### src/rtl/noc_pkg.sv
// Flit layout shared by the PE network interface and its FIFOs.
// Field offsets describe the 42-bit flit, MSB first.
package noc_pkg;

  localparam int FLIT_COORD_W   = 4;
  localparam int FLIT_W         = 42;
  localparam int FLIT_PAYLOAD_W = FLIT_W - 4 * FLIT_COORD_W;

  localparam int DST_X_MSB = 41;
  localparam int DST_X_LSB = 38;
  localparam int DST_Y_MSB = 37;
  localparam int DST_Y_LSB = 34;
  localparam int SRC_X_MSB = 33;
  localparam int SRC_X_LSB = 30;
  localparam int SRC_Y_MSB = 29;
  localparam int SRC_Y_LSB = 26;
  localparam int PLD_MSB   = 25;
  localparam int PLD_LSB   = 0;

  typedef struct packed {
    logic [FLIT_COORD_W-1:0]   dst_x;
    logic [FLIT_COORD_W-1:0]   dst_y;
    logic [FLIT_COORD_W-1:0]   src_x;
    logic [FLIT_COORD_W-1:0]   src_y;
    logic [FLIT_PAYLOAD_W-1:0] payload;
  } flit_t;

  function automatic logic [FLIT_W-1:0] pack_flit(
    input logic [FLIT_COORD_W-1:0]   dst_x,
    input logic [FLIT_COORD_W-1:0]   dst_y,
    input logic [FLIT_COORD_W-1:0]   src_x,
    input logic [FLIT_COORD_W-1:0]   src_y,
    input logic [FLIT_PAYLOAD_W-1:0] payload
  );
    flit_t f;
    f.dst_x   = dst_x;
    f.dst_y   = dst_y;
    f.src_x   = src_x;
    f.src_y   = src_y;
    f.payload = payload;
    return f;
  endfunction

  function automatic flit_t unpack_flit(input logic [FLIT_W-1:0] data);
    flit_t f;
    f.dst_x   = data[DST_X_MSB:DST_X_LSB];
    f.dst_y   = data[DST_Y_MSB:DST_Y_LSB];
    f.src_x   = data[SRC_X_MSB:SRC_X_LSB];
    f.src_y   = data[SRC_Y_MSB:SRC_Y_LSB];
    f.payload = data[PLD_MSB:PLD_LSB];
    return f;
  endfunction

endpackage

### src/rtl/noc_sync_fifo.sv
// Single-clock FIFO with an extra pointer wrap bit to separate full from empty.
// The head entry is presented combinationally; storage is cleared on reset.
module noc_sync_fifo #(
  parameter int WIDTH = 42,
  parameter int DEPTH = 4
) (
  input  logic             i_clk,
  input  logic             i_rst_n,
  input  logic             i_push,
  input  logic [WIDTH-1:0] i_data,
  input  logic             i_pop,
  output logic [WIDTH-1:0] o_data,
  output logic             o_full,
  output logic             o_empty
);

  localparam int AW = $clog2(DEPTH);

  logic [WIDTH-1:0] r_mem [DEPTH];
  logic [AW:0]      r_wr_ptr;
  logic [AW:0]      r_rd_ptr;
  logic             w_push_ok;
  logic             w_pop_ok;

  assign o_empty   = (r_wr_ptr == r_rd_ptr);
  assign o_full    = (r_wr_ptr[AW] != r_rd_ptr[AW]) &&
                     (r_wr_ptr[AW-1:0] == r_rd_ptr[AW-1:0]);
  assign w_push_ok = i_push && !o_full;
  assign w_pop_ok  = i_pop && !o_empty;
  assign o_data    = r_mem[r_rd_ptr[AW-1:0]];

  always_ff @(posedge i_clk or negedge i_rst_n) begin
    if (!i_rst_n) begin
      r_wr_ptr <= '0;
      r_rd_ptr <= '0;
      for (int i = 0; i < DEPTH; i++) r_mem[i] <= '0;
    end else begin
      if (w_push_ok) begin
        r_mem[r_wr_ptr[AW-1:0]] <= i_data;
        r_wr_ptr                <= r_wr_ptr + 1'b1;
      end
      if (w_pop_ok) r_rd_ptr <= r_rd_ptr + 1'b1;
    end
  end

endmodule

### src/rtl/noc_pe_interface.sv
// Network interface between a neuron PE and its mesh switch PE port.
// TX packs events into flits; RX keeps flits addressed here and drops the rest.
module noc_pe_interface
  import noc_pkg::*;
#(
  parameter int MY_X       = 0,
  parameter int MY_Y       = 0,
  parameter int COORD_W    = 4,
  parameter int DATA_WIDTH = 42,
  parameter int FIFO_DEPTH = 4,
  localparam int PAYLOAD_W = DATA_WIDTH - 4 * COORD_W
) (
  input  logic                  i_clk,
  input  logic                  i_rst_n,
  input  logic                  i_tx_valid,
  output logic                  o_tx_ready,
  input  logic [COORD_W-1:0]    i_tx_dst_x,
  input  logic [COORD_W-1:0]    i_tx_dst_y,
  input  logic [PAYLOAD_W-1:0]  i_tx_payload,
  output logic                  o_sw_valid,
  input  logic                  i_sw_ready,
  output logic [DATA_WIDTH-1:0] o_sw_data,
  input  logic                  i_sw_valid,
  output logic                  o_sw_ready,
  input  logic [DATA_WIDTH-1:0] i_sw_data,
  output logic                  o_rx_valid,
  input  logic                  i_rx_ready,
  output logic [COORD_W-1:0]    o_rx_src_x,
  output logic [COORD_W-1:0]    o_rx_src_y,
  output logic [PAYLOAD_W-1:0]  o_rx_payload,
  output logic [15:0]           o_tx_count,
  output logic [15:0]           o_rx_count,
  output logic [7:0]            o_drop_count
);

  localparam logic [COORD_W-1:0] MY_X_C = COORD_W'(MY_X);
  localparam logic [COORD_W-1:0] MY_Y_C = COORD_W'(MY_Y);
  // RX entries carry only what the PE sees: source coordinate and payload.
  localparam int RX_W = 2 * COORD_W + PAYLOAD_W;

  logic                  w_tx_full;
  logic                  w_tx_empty;
  logic                  w_tx_push;
  logic                  w_tx_pop;
  logic [DATA_WIDTH-1:0] w_tx_flit;
  logic                  w_rx_full;
  logic                  w_rx_empty;
  logic                  w_sw_accept;
  logic                  w_dst_match;
  logic                  w_rx_push;
  logic                  w_rx_pop;
  logic                  w_drop;
  flit_t                 w_rx_in;
  logic [RX_W-1:0]       w_rx_entry;
  logic [RX_W-1:0]       w_rx_head;
  logic [15:0]           r_tx_count;
  logic [15:0]           r_rx_count;
  logic [7:0]            r_drop_count;

  assign w_tx_flit  = pack_flit(i_tx_dst_x, i_tx_dst_y, MY_X_C, MY_Y_C, i_tx_payload);
  assign o_tx_ready = !w_tx_full;
  assign o_sw_valid = !w_tx_empty;
  assign w_tx_push  = i_tx_valid && o_tx_ready;
  assign w_tx_pop   = o_sw_valid && i_sw_ready;

  noc_sync_fifo #(.WIDTH(DATA_WIDTH), .DEPTH(FIFO_DEPTH)) u_tx_fifo (
    .i_clk   (i_clk),
    .i_rst_n (i_rst_n),
    .i_push  (w_tx_push),
    .i_data  (w_tx_flit),
    .i_pop   (w_tx_pop),
    .o_data  (o_sw_data),
    .o_full  (w_tx_full),
    .o_empty (w_tx_empty)
  );

  // Every accepted flit is consumed; only those addressed here are buffered.
  assign w_rx_in     = unpack_flit(i_sw_data);
  assign o_sw_ready  = !w_rx_full;
  assign w_sw_accept = i_sw_valid && o_sw_ready;
  assign w_dst_match = (w_rx_in.dst_x == MY_X_C) && (w_rx_in.dst_y == MY_Y_C);
  assign w_rx_push   = w_sw_accept && w_dst_match;
  assign w_drop      = w_sw_accept && !w_dst_match;
  assign w_rx_entry  = {w_rx_in.src_x, w_rx_in.src_y, w_rx_in.payload};
  assign o_rx_valid  = !w_rx_empty;
  assign w_rx_pop    = o_rx_valid && i_rx_ready;

  noc_sync_fifo #(.WIDTH(RX_W), .DEPTH(FIFO_DEPTH)) u_rx_fifo (
    .i_clk   (i_clk),
    .i_rst_n (i_rst_n),
    .i_push  (w_rx_push),
    .i_data  (w_rx_entry),
    .i_pop   (w_rx_pop),
    .o_data  (w_rx_head),
    .o_full  (w_rx_full),
    .o_empty (w_rx_empty)
  );

  assign o_rx_src_x   = w_rx_head[RX_W-1 -: COORD_W];
  assign o_rx_src_y   = w_rx_head[PAYLOAD_W +: COORD_W];
  assign o_rx_payload = w_rx_head[PAYLOAD_W-1:0];

  always_ff @(posedge i_clk or negedge i_rst_n) begin
    if (!i_rst_n) begin
      r_tx_count   <= '0;
      r_rx_count   <= '0;
      r_drop_count <= '0;
    end else begin
      if (w_tx_pop) r_tx_count <= r_tx_count + 16'd1;
      if (w_rx_pop) r_rx_count <= r_rx_count + 16'd1;
      if (w_drop && (r_drop_count != 8'hFF)) r_drop_count <= r_drop_count + 8'd1;
    end
  end

  assign o_tx_count   = r_tx_count;
  assign o_rx_count   = r_rx_count;
  assign o_drop_count = r_drop_count;

endmodule

### config.mk
export PLATFORM = sky130hd
export DESIGN_NAME = noc_pe_interface
export DESIGN_NICKNAME = d
export VERILOG_FILES = /design/src/rtl/noc_pkg.sv /design/src/rtl/noc_sync_fifo.sv /design/src/rtl/noc_pe_interface.sv
export SDC_FILE = /design/constraint.sdc
export NUM_CORES = 1
export LEC_CHECK = 0
export CAP_MARGIN = 5
export CORE_MARGIN = 10
export CORE_UTILIZATION = 45
export DETAILED_ROUTE_END_ITERATION = 8
export PLACE_DENSITY = 0.68
export SLEW_MARGIN = 20
export SYNTH_ARGS = -nofsm -noshare
export SYNTH_HDL_FRONTEND = slang
export SYNTH_SLANG_ARGS = --single-unit
### constraint.sdc
create_clock -name i_clk -period 2.8 [get_ports i_clk]
set_input_delay 0.84 -clock i_clk [delete_from_list [all_inputs] [get_ports i_clk]]
set_output_delay 0.84 -clock i_clk [all_outputs]
set_load 0.01 [all_outputs]
==> qor.csv <==
metric,value,unit
num rows,66,
"slowest stage cell, crit path",mux4_2,
IO Pins,202,
reg2reg start,u_tx_fifo.r_rd_ptr[0],
hold_ws,0.294,ns
final hold viol count,0,
H-Tree Depth,2,
Port Buffer Count,193,
CP Class,flip-flop to output port,
final setup violation count,7,
all-layer global routing usage,16.3,%
largest net degree at the start of global routing,65,
Reg power frac,36.0,%
GRT overflow,0,
Worst Path Buf+Inv,4,
Async SR Flop Fraction,100,%
synthesized flop and latch total,324,
Routed WL per cell,20.2,um
fillers,2484,
Synth area leaders,"dfrtp_1, mux2_2, mux4_2",
critical path capture point,o_rx_payload[2],
slew at the pin closest to its max-slew limit,0.832,ns
switch share,29.6,%
status,"finished, violations left",
CTS tree,built,
Slew Limit Fails,0,
Comb power frac,38.6,%
clock buffer count from CTS,37,
vias in the first global route,9380,
dominant synthesized flop cell,dfrtp_1,
Worst Reg2Reg Path Length in Cells,5,
number of synthesized flops with an enable pin,0,
achievable frequency,353,MHz
routability cong.,0.760,
Post-Syn Area per Cell,16.4,sq um
Iter 0 DRT Violations,428,
cts hold-fix bufs,0,
Post-Syn Area,0.0148,sq mm
top-count cell post-synth,dfrtp_1,
crit share post-route,101,%
Layout area overhead,29.6,%
met1 wire length,14.9,mm
P_sw,5.57,mW
clock share of power,25.5,%
VDD IR max,603,uV
worst-skew pair later-pin latency,0.50,ns
Leak Pwr,8.65,nW
Die Y,201,um
antenna-violating nets left,0,
flop2flop setup slack,0.59,ns
share of cells above drive strength 1,47.1,%
fin area,0.0191,sq mm
clock skew,0.0194,ns
top sig layer,met5,
CP arrival,1.99,ns
vias per cell,5.19,
violated checks,setup timing,
Yosys warning total,0,
WL met2,15.8,mm
final wirelength,33.0,mm
Worst Setup End Kind,output port,
starting density of the core,45.5,%
"area leader, netlist",dfrtp_1,
first-pass GRT wire length,53.8,mm
Remaining DRCs,0,
synth cell count leaders,"dfrtp_1, mux2_2, mux2_4, mux4_2, xor2_1",
post-synth top area share,54.9,%
initial antenna violation count,1,
Syn Inst Count,902,
hold crit path type,input port to async pin,
max incr delay on CP,0.50,ns
Top delay family on crit path,buffers and inverters,
post-DP HPWL,21.6,mm
worst reg2reg path endpoint,o_tx_count[1],
WL met3,1.83,mm
Die X,201,um
critical path depth in cells,5,
"Cell Chain, Critical Path",buf_8 > buf_6 > buf_6 > mux4_2 > buf_6,
CTS Root Cell,clkbuf_16,
Crit path top cell by count,buf_6,
DR vias,8461,
P_int,13.3,mW
Clock transition at path regs,0.06,ns
RSZ-0062 raised after global routing,true,
max cap viols,0,
Setup WS post-layout,-0.0332,ns
Clock Sinks,324,
Post-DP Area,0.0174,sq mm
"Seq/Total Area, Yosys",54.9,%
Die ar.,0.0405,sq mm
core area,0.0325,sq mm
Antenna Cells,0,
DRT Pass-1 Iters,4,
"Distinct cells, synth",39,
PwrDens,983,mW/mm^2
nets,1254,
CP Data Required Time,1.96,ns
Slew headroom,44.2,%
Period minus WS final,2.83,ns
clock buffer depth,3,
type of origin of the critical path,flip-flop,
critical path peak fanout,6,
Worst Setup SP,u_rx_fifo.r_rd_ptr[0],
power by group through the flow:
stage	clock network [mW]	registers, mW	logic, mW
final	4.79	6.77	7.26
after global routing	5.13	6.95	7.84
after CTS	4.94	6.75	6.84
after detailed placement	0	6.81	6.58
after global placement	0	6.75	6.46
after floorplan	0	6.59	4.02
through the flow:
stage               cells  setup WS [ns]  TNS, ns  util (%)  total power [mW]
detailed placement   1534        -0.0350    -1.13      53.6              13.4
finish               1630        -0.0332  -0.0935      59.0              18.8
global route         1630         -0.123    -2.58      59.0              19.9
CTS                  1625         -0.120    -1.12      58.1              18.5
floorplan             909          0.493        0         -              10.6
global placement     1534        -0.0273   -0.652      53.6              13.2
placed cells by master (no fill, tap or decap), drive strengths merged, types with 3 or more instances in the layout:
cell             n
dfrtp          324
mux2           275
buf            129
clkdlybuf4s50  120
mux4            68
clkbuf          67
xor2            31
nand2           25
xnor2           23
nand3           16
ha              13
inv             13
nor3            13
nor4            11
conb             8
clkdlybuf4s15    8
nand4            7
nor2             5
and3             5
and4             4
o31ai            4
clkinv           3
layer usage:
metal,up-vias,global-route usage (%)
li1,3825,-
met1,4405,21.9
met2,194,26.3
met3,35,4.16
met4,2,3.08
met5,-,0
cell families (layout without fill, tap and decap cells):
kind of cell    count (synthesis)  count (layout)  synth area share (%)
xor+xnor                       54              54                  3.38
simple gates                   92              92                  3.34
other cells                     1               8                0.0254
mux                           343             343                  33.6
buf+inv                        65             344                  2.96
compound gates                 10              10                 0.686
fa+ha+maj                      13              13                  1.10
flops                         324             324                  54.9
how the worst min path moves through the flow:
stage	from	end	slack, ns	cells past startpoint
2_1_floorplan	u_tx_fifo.r_rd_ptr[2]	u_tx_fifo.r_rd_ptr[2]	0.46	1
3_3_place_gp	o_tx_count[15]	o_tx_count[15]	0.46	1
3_5_place_dp	o_tx_count[15]	o_tx_count[15]	0.46	1
4_1_cts	i_rst_n	u_tx_fifo.r_mem[166]	0.30	1
5_1_grt	i_rst_n	u_tx_fifo.r_mem[166]	0.31	1
6_report	i_rst_n	o_tx_count[8]	0.29	1
area by class of cell:
type                       instances  area [sq um]  area share (%)
sequential                       324          8110            42.4
multi-input combinational        520          6300            32.9
tap                              442           553            2.89
inverter                          12          45.0           0.235
clock buffer                      62          1170            6.12
timing repair buffer             264          2900            15.1
clock inverter                     6          61.3           0.320
worst register-to-register path: stages, from the launching register on:
cell	delay [ns]
dfrtp_2	0.46
clkbuf_16	0.19
xor2_2	0.19
o31ai_1	0.60
buf_4	0.30
mux2_2	0.35
what timing repair did:
action	CTS	global route
setup buffers	19	5
pin swaps	0	1
endpoints found under the setup margin	72	47
gates cloned	5	2
gates resized for setup	300	60
flip-flops by register name (all words and copies together) (netlist names):
signal and flops:
u_tx_fifo.r_rd_ptr 3, o_tx_count 16, u_rx_fifo.r_rd_ptr 3, o_drop_count 8, u_rx_fifo.r_wr_ptr 3, u_tx_fifo.r_mem 136
u_tx_fifo.r_wr_ptr 3, u_rx_fifo.r_mem 136, o_rx_count 16
Power figures use the tool's default switching activity.
